===== config.mk =====
export PLATFORM = sky130hd
export DESIGN_NAME = dmem_port_arbiter
export DESIGN_NICKNAME = d
export VERILOG_FILES = /design/src/rtl/mips16_pkg.sv /design/src/rtl/dmem_arb_fsm.sv /design/src/rtl/dmem_port_arbiter.sv
export SDC_FILE = /design/constraint.sdc
export NUM_CORES = 1
export LEC_CHECK = 0
export BUFFER_PORTS_ARGS = -buffer_cell sky130_fd_sc_hd__buf_2
export CORE_MARGIN = 2
export CORE_UTILIZATION = 40
export DETAILED_ROUTE_END_ITERATION = 8
export PLACE_DENSITY = 0.95
export SYNTH_ARGS = -nofsm -noshare
export SYNTH_HDL_FRONTEND = slang
export SYNTH_SLANG_ARGS = --single-unit

===== constraint.sdc =====
create_clock -name clk -period 2.7 [get_ports clk]
set_input_delay 0 -clock clk [delete_from_list [all_inputs] [get_ports clk]]
set_output_delay 0 -clock clk [all_outputs]
set_load 0.005 [all_outputs]

===== src/rtl/mips16_pkg.sv =====
// Shared types and widths for the mips16 data-memory path: arbiter states,
// memory owner encoding and a saturating counter helper.
package mips16_pkg;

  localparam int DMEM_ADDR_W = 4;
  localparam int DATA_W      = 16;

  typedef enum logic [1:0] {
    CPU_PRI   = 2'd0,
    HOST_PRI  = 2'd1,
    HOST_LOCK = 2'd2
  } arb_state_t;

  typedef enum logic [1:0] {
    OWN_NONE = 2'd0,
    OWN_CPU  = 2'd1,
    OWN_HOST = 2'd2
  } owner_t;

  function automatic logic [7:0] sat_inc8(input logic [7:0] v);
    return (v == 8'hFF) ? v : v + 8'd1;
  endfunction

endpackage


===== src/rtl/dmem_arb_fsm.sv =====
// Arbitration FSM for the shared data memory: priority state, host starvation
// counter and the combinational owner decode for the current cycle.
module dmem_arb_fsm
  import mips16_pkg::*;
#(
  parameter int MAX_WAIT = 3
) (
  input  logic   clk,
  input  logic   rst,
  input  logic   cpu_req,
  input  logic   dbg_req,
  input  logic   dbg_lock,
  output owner_t owner
);

  localparam logic [3:0] MAX_WAIT_C = 4'(MAX_WAIT);

  arb_state_t state_reg;
  logic [3:0] wait_cnt_reg;
  logic [3:0] wait_cnt_next;
  logic       host_gnt;

  always_comb begin
    owner = OWN_NONE;
    case (state_reg)
      CPU_PRI: begin
        if (cpu_req)      owner = OWN_CPU;
        else if (dbg_req) owner = OWN_HOST;
      end
      HOST_PRI: begin
        if (dbg_req)      owner = OWN_HOST;
        else if (cpu_req) owner = OWN_CPU;
      end
      // CPU never gets in while the host holds the lock, even on idle host cycles.
      HOST_LOCK: begin
        if (dbg_req)      owner = OWN_HOST;
      end
      default: owner = OWN_NONE;
    endcase
  end

  assign host_gnt = (owner == OWN_HOST);

  always_comb begin
    wait_cnt_next = wait_cnt_reg;
    if (!dbg_req || host_gnt)
      wait_cnt_next = 4'd0;
    else if (wait_cnt_reg < MAX_WAIT_C)
      wait_cnt_next = wait_cnt_reg + 4'd1;
  end

  always_ff @(posedge clk) begin
    if (rst) begin
      state_reg    <= CPU_PRI;
      wait_cnt_reg <= 4'd0;
    end else begin
      wait_cnt_reg <= wait_cnt_next;
      case (state_reg)
        CPU_PRI: begin
          if (host_gnt)
            state_reg <= dbg_lock ? HOST_LOCK : CPU_PRI;
          else if (dbg_req && wait_cnt_next >= MAX_WAIT_C)
            state_reg <= HOST_PRI;
        end
        HOST_PRI: begin
          if (host_gnt)
            state_reg <= dbg_lock ? HOST_LOCK : CPU_PRI;
        end
        HOST_LOCK: begin
          if (!dbg_req || !dbg_lock)
            state_reg <= CPU_PRI;
        end
        default: state_reg <= CPU_PRI;
      endcase
    end
  end

endmodule


===== src/rtl/dmem_port_arbiter.sv =====
// Shares the single-port data memory between the CPU and a debug/loader host.
// Optional statistics counters are built when DMEM_ARB_STATS_EN is defined.
module dmem_port_arbiter #(
  parameter int ADDR_W   = mips16_pkg::DMEM_ADDR_W,
  parameter int DATA_W   = mips16_pkg::DATA_W,
  parameter int MAX_WAIT = 3
) (
  input  logic              clk,
  input  logic              rst,
  input  logic              cpu_req,
  input  logic              cpu_we,
  input  logic [ADDR_W-1:0] cpu_addr,
  input  logic [DATA_W-1:0] cpu_wdata,
  output logic [DATA_W-1:0] cpu_rdata,
  output logic              cpu_stall,
  input  logic              dbg_req,
  input  logic              dbg_we,
  input  logic              dbg_lock,
  input  logic [ADDR_W-1:0] dbg_addr,
  input  logic [DATA_W-1:0] dbg_wdata,
  output logic              dbg_gnt,
  output logic [DATA_W-1:0] dbg_rdata,
  output logic              dbg_rvalid,
  output logic              mem_we,
  output logic              mem_re,
  output logic [ADDR_W-1:0] mem_addr,
  output logic [DATA_W-1:0] mem_wdata,
  input  logic [DATA_W-1:0] mem_rdata
`ifdef DMEM_ARB_STATS_EN
  ,
  output logic [7:0]        conflict_cnt,
  output logic [7:0]        stall_cnt
`endif
);

  import mips16_pkg::*;

  owner_t owner;

  dmem_arb_fsm #(.MAX_WAIT(MAX_WAIT)) u_fsm (
    .clk      (clk),
    .rst      (rst),
    .cpu_req  (cpu_req),
    .dbg_req  (dbg_req),
    .dbg_lock (dbg_lock),
    .owner    (owner)
  );

  always_comb begin
    mem_we    = 1'b0;
    mem_re    = 1'b0;
    mem_addr  = '0;
    mem_wdata = '0;
    case (owner)
      OWN_CPU: begin
        mem_we    = cpu_we;
        mem_re    = ~cpu_we;
        mem_addr  = cpu_addr;
        mem_wdata = cpu_wdata;
      end
      OWN_HOST: begin
        mem_we    = dbg_we;
        mem_re    = ~dbg_we;
        mem_addr  = dbg_addr;
        mem_wdata = dbg_wdata;
      end
      default: ;
    endcase
  end

  assign cpu_rdata = (owner == OWN_CPU) ? mem_rdata : '0;
  assign cpu_stall = cpu_req & (owner != OWN_CPU);
  assign dbg_gnt   = (owner == OWN_HOST);

  // Read data is captured at the grant edge, so the host sees it one cycle later.
  always_ff @(posedge clk) begin
    if (rst) begin
      dbg_rdata  <= '0;
      dbg_rvalid <= 1'b0;
    end else begin
      dbg_rvalid <= dbg_gnt & ~dbg_we;
      if (dbg_gnt && !dbg_we)
        dbg_rdata <= mem_rdata;
    end
  end

`ifdef DMEM_ARB_STATS_EN
  always_ff @(posedge clk) begin
    if (rst) begin
      conflict_cnt <= 8'd0;
      stall_cnt    <= 8'd0;
    end else begin
      if (cpu_req && dbg_req)
        conflict_cnt <= sat_inc8(conflict_cnt);
      if (cpu_stall)
        stall_cnt <= sat_inc8(stall_cnt);
    end
  end
`endif

endmodule


* Word-level counts from Yosys, hierarchy flattened *
Index checks and enable logic that the tools add are counted.

word-level totals
  logic and storage cells = 46
  register bits = 23
  output and inout bits = 57

operators by class
  reductions and logical operators = 9
  muxes and demuxes = 18
  order comparisons = 2
  bitwise operators = 4
  $add $sub $neg = 1
  equal/unequal tests = 8

operator list
  operator               count
  $pmux W16 S2           1
  $mux W16               1
  $mux W2                8
  $pmux W2 S3            2
  $mux W4                2
  $pmux W4 S2            1
  $add A4 B1 Y4 const B  1
  $eq A2 B1 Y1 const B   2
  $eq A2 B2 Y1 const B   2
  $ge A4 B2 Y1 const B   1
  $lt A4 B2 Y1 const B   1
  $ne A2 B1 Y1 const B   2
  $pmux W1 S2            2
  $logic_not A1 Y1       3
  $ne A3 B2 Y1 const B   1
  $reduce_and A3 Y1      1
  $and A1 B1 Y1          2
  $logic_and A1 B1 Y1    2
  $logic_not A2 Y1       1
  $logic_or A1 B1 Y1     2
  $ne A2 B2 Y1 const B   1
  $not A1 Y1             2
  $mux W1                1

* Logic depth before layout (Yosys ltp) *
  word-level depth = 11
  depth in mapped cells = 9

* Cells and area by module *
A second synthesis with hierarchy kept.

second synthesis, totals
  cell total of the unflattened synthesis = 184
  area, all modules = 1576.5 µm²

modules (own cells, without submodules)
  module             cells an instance  area each (µm²)  times used  sequential area each (µm²)
  dmem_port_arbiter  149                1248.7           1           340.3
  dmem_arb_fsm       35                 327.8            1           120.1

* Least setup slack after synthesis *
OpenSTA, ideal clock, no wires.

  kind = register to register
  from = reg u_fsm.state_reg[1]
  to = reg u_fsm.wait_cnt_reg[0]
  arrival = 1.717 ns
  stages on the path, launching flop included = 7
  data required time = 2.636 ns
  path buffers = 1
  library setup time = 0.064 ns
  setup slack = 0.919 ns
  path through = dfxtp_1 or3_1 and3_1 ha_1 buf_2 or3b_1 nor2_1

between the ends
  cells in the longest elaborated chain, start to end = 5
  elaborated cells on any way between the ends = 7
  those cells by class = 3 x eq/ne; 2 x mux; 2 x reduce/logical

ends and longest elaborated chain
  element                                     line                     RTL
  start: declaration                          dmem_arb_fsm.sv:18       arb_state_t state_reg;
  start signal: assignment                    dmem_arb_fsm.sv:61       state_reg <= dbg_lock ? HOST_LOCK : CPU_PRI;
  start signal: assignment                    dmem_arb_fsm.sv:67       state_reg <= dbg_lock ? HOST_LOCK : CPU_PRI;
  $eq A2 B2 Y1, or another cell as far along  dmem_arb_fsm.sv:25       case (state_reg)
  $pmux W2 S3 (*)                             dmem_arb_fsm.sv:25
  $eq A2 B2 Y1 (*)                            -
  via dbg_gnt                                 dmem_port_arbiter.sv:21  output logic dbg_gnt,
  $logic_or A1 B1 Y1 (*)                      dmem_arb_fsm.sv:46       if (!dbg_req || host_gnt)
  $mux W4 (*)                                 dmem_arb_fsm.sv:46
  end signal: assignment                      dmem_arb_fsm.sv:57       wait_cnt_reg <= wait_cnt_next;
  end: declaration                            dmem_arb_fsm.sv:19       logic [3:0] wait_cnt_reg;

Mark *: on every way through the listed nets, which the timed path passes. The rest lies on a longest branch.
A chain may end at the register's enable or synchronous reset.

* Worst setup path after layout *
  from = reg u_fsm.state_reg[1]
  to = out mem_re

between the ends
  cells in the longest elaborated chain, start to end = 4
  elaborated cells on any way between the ends = 7
  those cells by class = 4 x eq/ne; 2 x mux; 1 x reduce/logical

ends and longest elaborated chain
  element                                       line                     RTL
  $eq A2 B2 Y1, or another cell as far along    dmem_arb_fsm.sv:25
  $pmux W2 S3 (*)                               dmem_arb_fsm.sv:25
  $eq A2 B2 Y1 or $eq A2 B1 Y1 (tied branches)  dmem_port_arbiter.sv:54  case (owner)
  $pmux W1 S2 (*)                               dmem_port_arbiter.sv:54
  end: declaration                              dmem_port_arbiter.sv:25  output logic mem_re,

Mark *: on every way between the ends. The rest lies on a longest branch, timed or not.

==> results_dict.tcl <==
set metrics [dict create \
    status "finished clean" \
    num-nets-final 375 \
    slowest_delay_ns 0.51 \
    yosysTopAreaCellShare_pct 34.42 \
    post-place-ws_ns 0.5285 \
    layout_commonest_cell "buf_2" \
    avgSynthCellArea_um2 7.390 \
    drc 0 \
    dp_hpwl_um 3081 \
    ff2ff_setup_slack_ns 0.45 \
    setup_slack_ns 0.2304 \
    rsz0062_at_grt "no" \
    stdcell_count 352 \
    cp_data_arrival_time_ns 2.47 \
    fp-row-count 20 \
    ctsResizeCount 0 \
    wire_per_inst_um 12.59 \
    synth_edf_count 0 \
    clock_sinks 23 \
    first_pass_iters 5 \
    required_ns 2.70 \
    insertion_delay_ns 0.32 \
    yosys-top-cells-area "dfxtp_1 (34%), a22oi_1 (12%), nand2_1 (9.3%)" \
    timing.fmax_mhz 404.9 \
    finalCriticalPeriod_ns 2.470 \
    power.switching_w 0.0002137 \
    final_util_pct 68.04 \
    critical-path-slowest-cell "nand2b_1" \
    root_buffer "clkbuf_4" \
    crit_chain "or3_1 > and3_1 > ha_1 > buf_4 > nand2b_1 > a21oi_1 > buf_2" \
    grt_max_degree 31 \
    drive_above_1_share_pct 41.23 \
    cts_hold_buf 17 \
    slew_headroom_pct 27.72 \
    dieArea_um2 3822 \
    min_period_over_period_pct 91.47 \
    clockBufferDepth 2 \
    final_antenna_net_count 0 \
    syn_area_um2 1338 \
    ys_seq_area_share_pct 34.42 \
    yosysUniqueCellTypes 29 \
    ys_ff_latch 23 \
    min_path_type "primary input to flop" \
    mostFrequentLayoutCells "buf_2 (119), nand2_1 (33), nor2_1 (27)" \
    overflow 0 \
    power_leakage_nw 1.111 \
    vias 1714 \
    worstSetupPathType "flop to primary output" \
    synthFlopType "dfxtp_1" \
    cp-start-kind "flop" \
    worstMarginPinSlew_ns 1.082 \
    die-width_um 61.83 \
    async_flop_share_pct 0 \
    cts_setup_buffers 0 \
    hold_viol 0 \
    swShare_pct 28.96 \
    area_delta_synth_final_pct 59.12 \
    antenna_cells 0 \
    slew_violations 0 \
    synth_nets 247 \
    comb_power_share_pct 30.6 \
    gp_congestion 0.7668 \
    clock_power_share_pct 21.5 \
    crit_fanout 30 \
    track_usage_pct 21.58 \
    cap_violations 0 \
    p_per_area_nw_per_um2 346.6 \
    vias_per_cell 4.869 \
    htree_levels 1 \
    p_seq_share_pct 47.9 \
    ioPinCount 120 \
    synth_area_leader_cell "dfxtp_1" \
    synthCells 181 \
    port_buffers 119 \
    finalPower_w 0.0007377 \
    dr.first_iter.drc_count 103 \
    grt_pass1_wl_um 6147 \
    die_height_um 61.83 \
    intPower_w 0.0005240 \
    core_area_um2 3128 \
    path_clk_slew_ns 0.12 \
    cts_made_buffers 3 \
    grt_pass1_vias 1528 \
    ff2ff_path_depth 7 \
    setup_violations 0 \
    antenna_found_initial 0 \
    drt-total-wl_um 4431 \
    tns_ns 0 \
    max-vdd-ir-drop_v 0.0002887 \
    cts_tree "built" \
    finalClockSkew_ns 0.008859 \
    holdPathStages 2 \
    ys_warn_count 0 \
    dp.cells 331 \
    largest_reg_flops 16 \
    cp-end-kind "primary output" \
    initial_core_util_pct 42.76 \
]
## power groups by stage
stage / clock network, W / logic [W] / registers [W]
CTS: 0.000155 / 0.000225 / 0.000353
finish: 0.000159 / 0.000225 / 0.000353
global route: 0.000175 / 0.000252 / 0.000354
detailed placement: 0 / 0.000206 / 0.000361
floorplan: 0 / 0.000104 / 0.000361
global placement: 0 / 0.000201 / 0.000360
## critical path: cells and delay by family, from the launching register on
family                     cells  cell delay, ns
AOI/OAI and AO/OA              1            0.13
adders and majority gates      1            0.18
buffers and inverters          2            0.39
DFF                            1            0.37
and+or+nand+nor                3            1.08
## cells by family after synthesis
family	Yosys count	share of synthesized area, %
buf+inv	18	6.454
compound gates	40	19.36
simple gates	93	34.05
fa+ha+maj	3	2.807
xor+xnor	1	0.6549
flops	23	34.42
mux	3	2.245
## layout make-up
type	count	area [um2]
clock buffer	4	26.28
fill	237	999.7
inverter	2	7.507
multi-input combinational	140	790.8
sequential	23	460.4
tap	44	55.05
timing repair buffer	139	788.3
## routing by layer
| metal | routed length (um) | up-vias | global-route usage, % |
|---|---|---|---|
| li1 | - | 862 | - |
| met1 | 1654 | 767 | 21.17 |
| met5 | 0 | - | 0 |
| met2 | 2396 | 81 | 43.61 |
| met3 | 340 | 4 | 5.383 |
| met4 | 39 | 0 | 6.383 |
## metrics by stage
| step | cell area [um2] | hold slack, ns |
|---|---|---|
| floorplan | 1338 | 0.1058 |
| global placement | 1932 | 0.2514 |
| detailed placement | 1932 | 0.2566 |
| CTS | 2128 | 0.07928 |
| global route | 2128 | 0.08829 |
| finish | 2128 | 0.06934 |
## cells in the mapped netlist, drive strengths merged, types with 2 or more instances
| cell | count |
|---|---|
| nand2 | 33 |
| nor2 | 27 |
| dfxtp | 23 |
| a22oi | 21 |
| and2 | 18 |
| a21oi | 17 |
| buf | 11 |
| clkbuf | 5 |
| ha | 3 |
| mux2i | 3 |
| nor3b | 3 |
| inv | 2 |
| nand2b | 2 |
| nor2b | 2 |
## worst paths after layout
check,endpoint,start
max reg2reg,dbg_rdata[14],u_fsm.state_reg[1]
min reg2reg,dbg_rdata[8],dbg_rdata[8]
max,mem_re,u_fsm.state_reg[1]
min,dbg_rvalid,rst
Note: power is estimated with default switching activity, not from simulation.
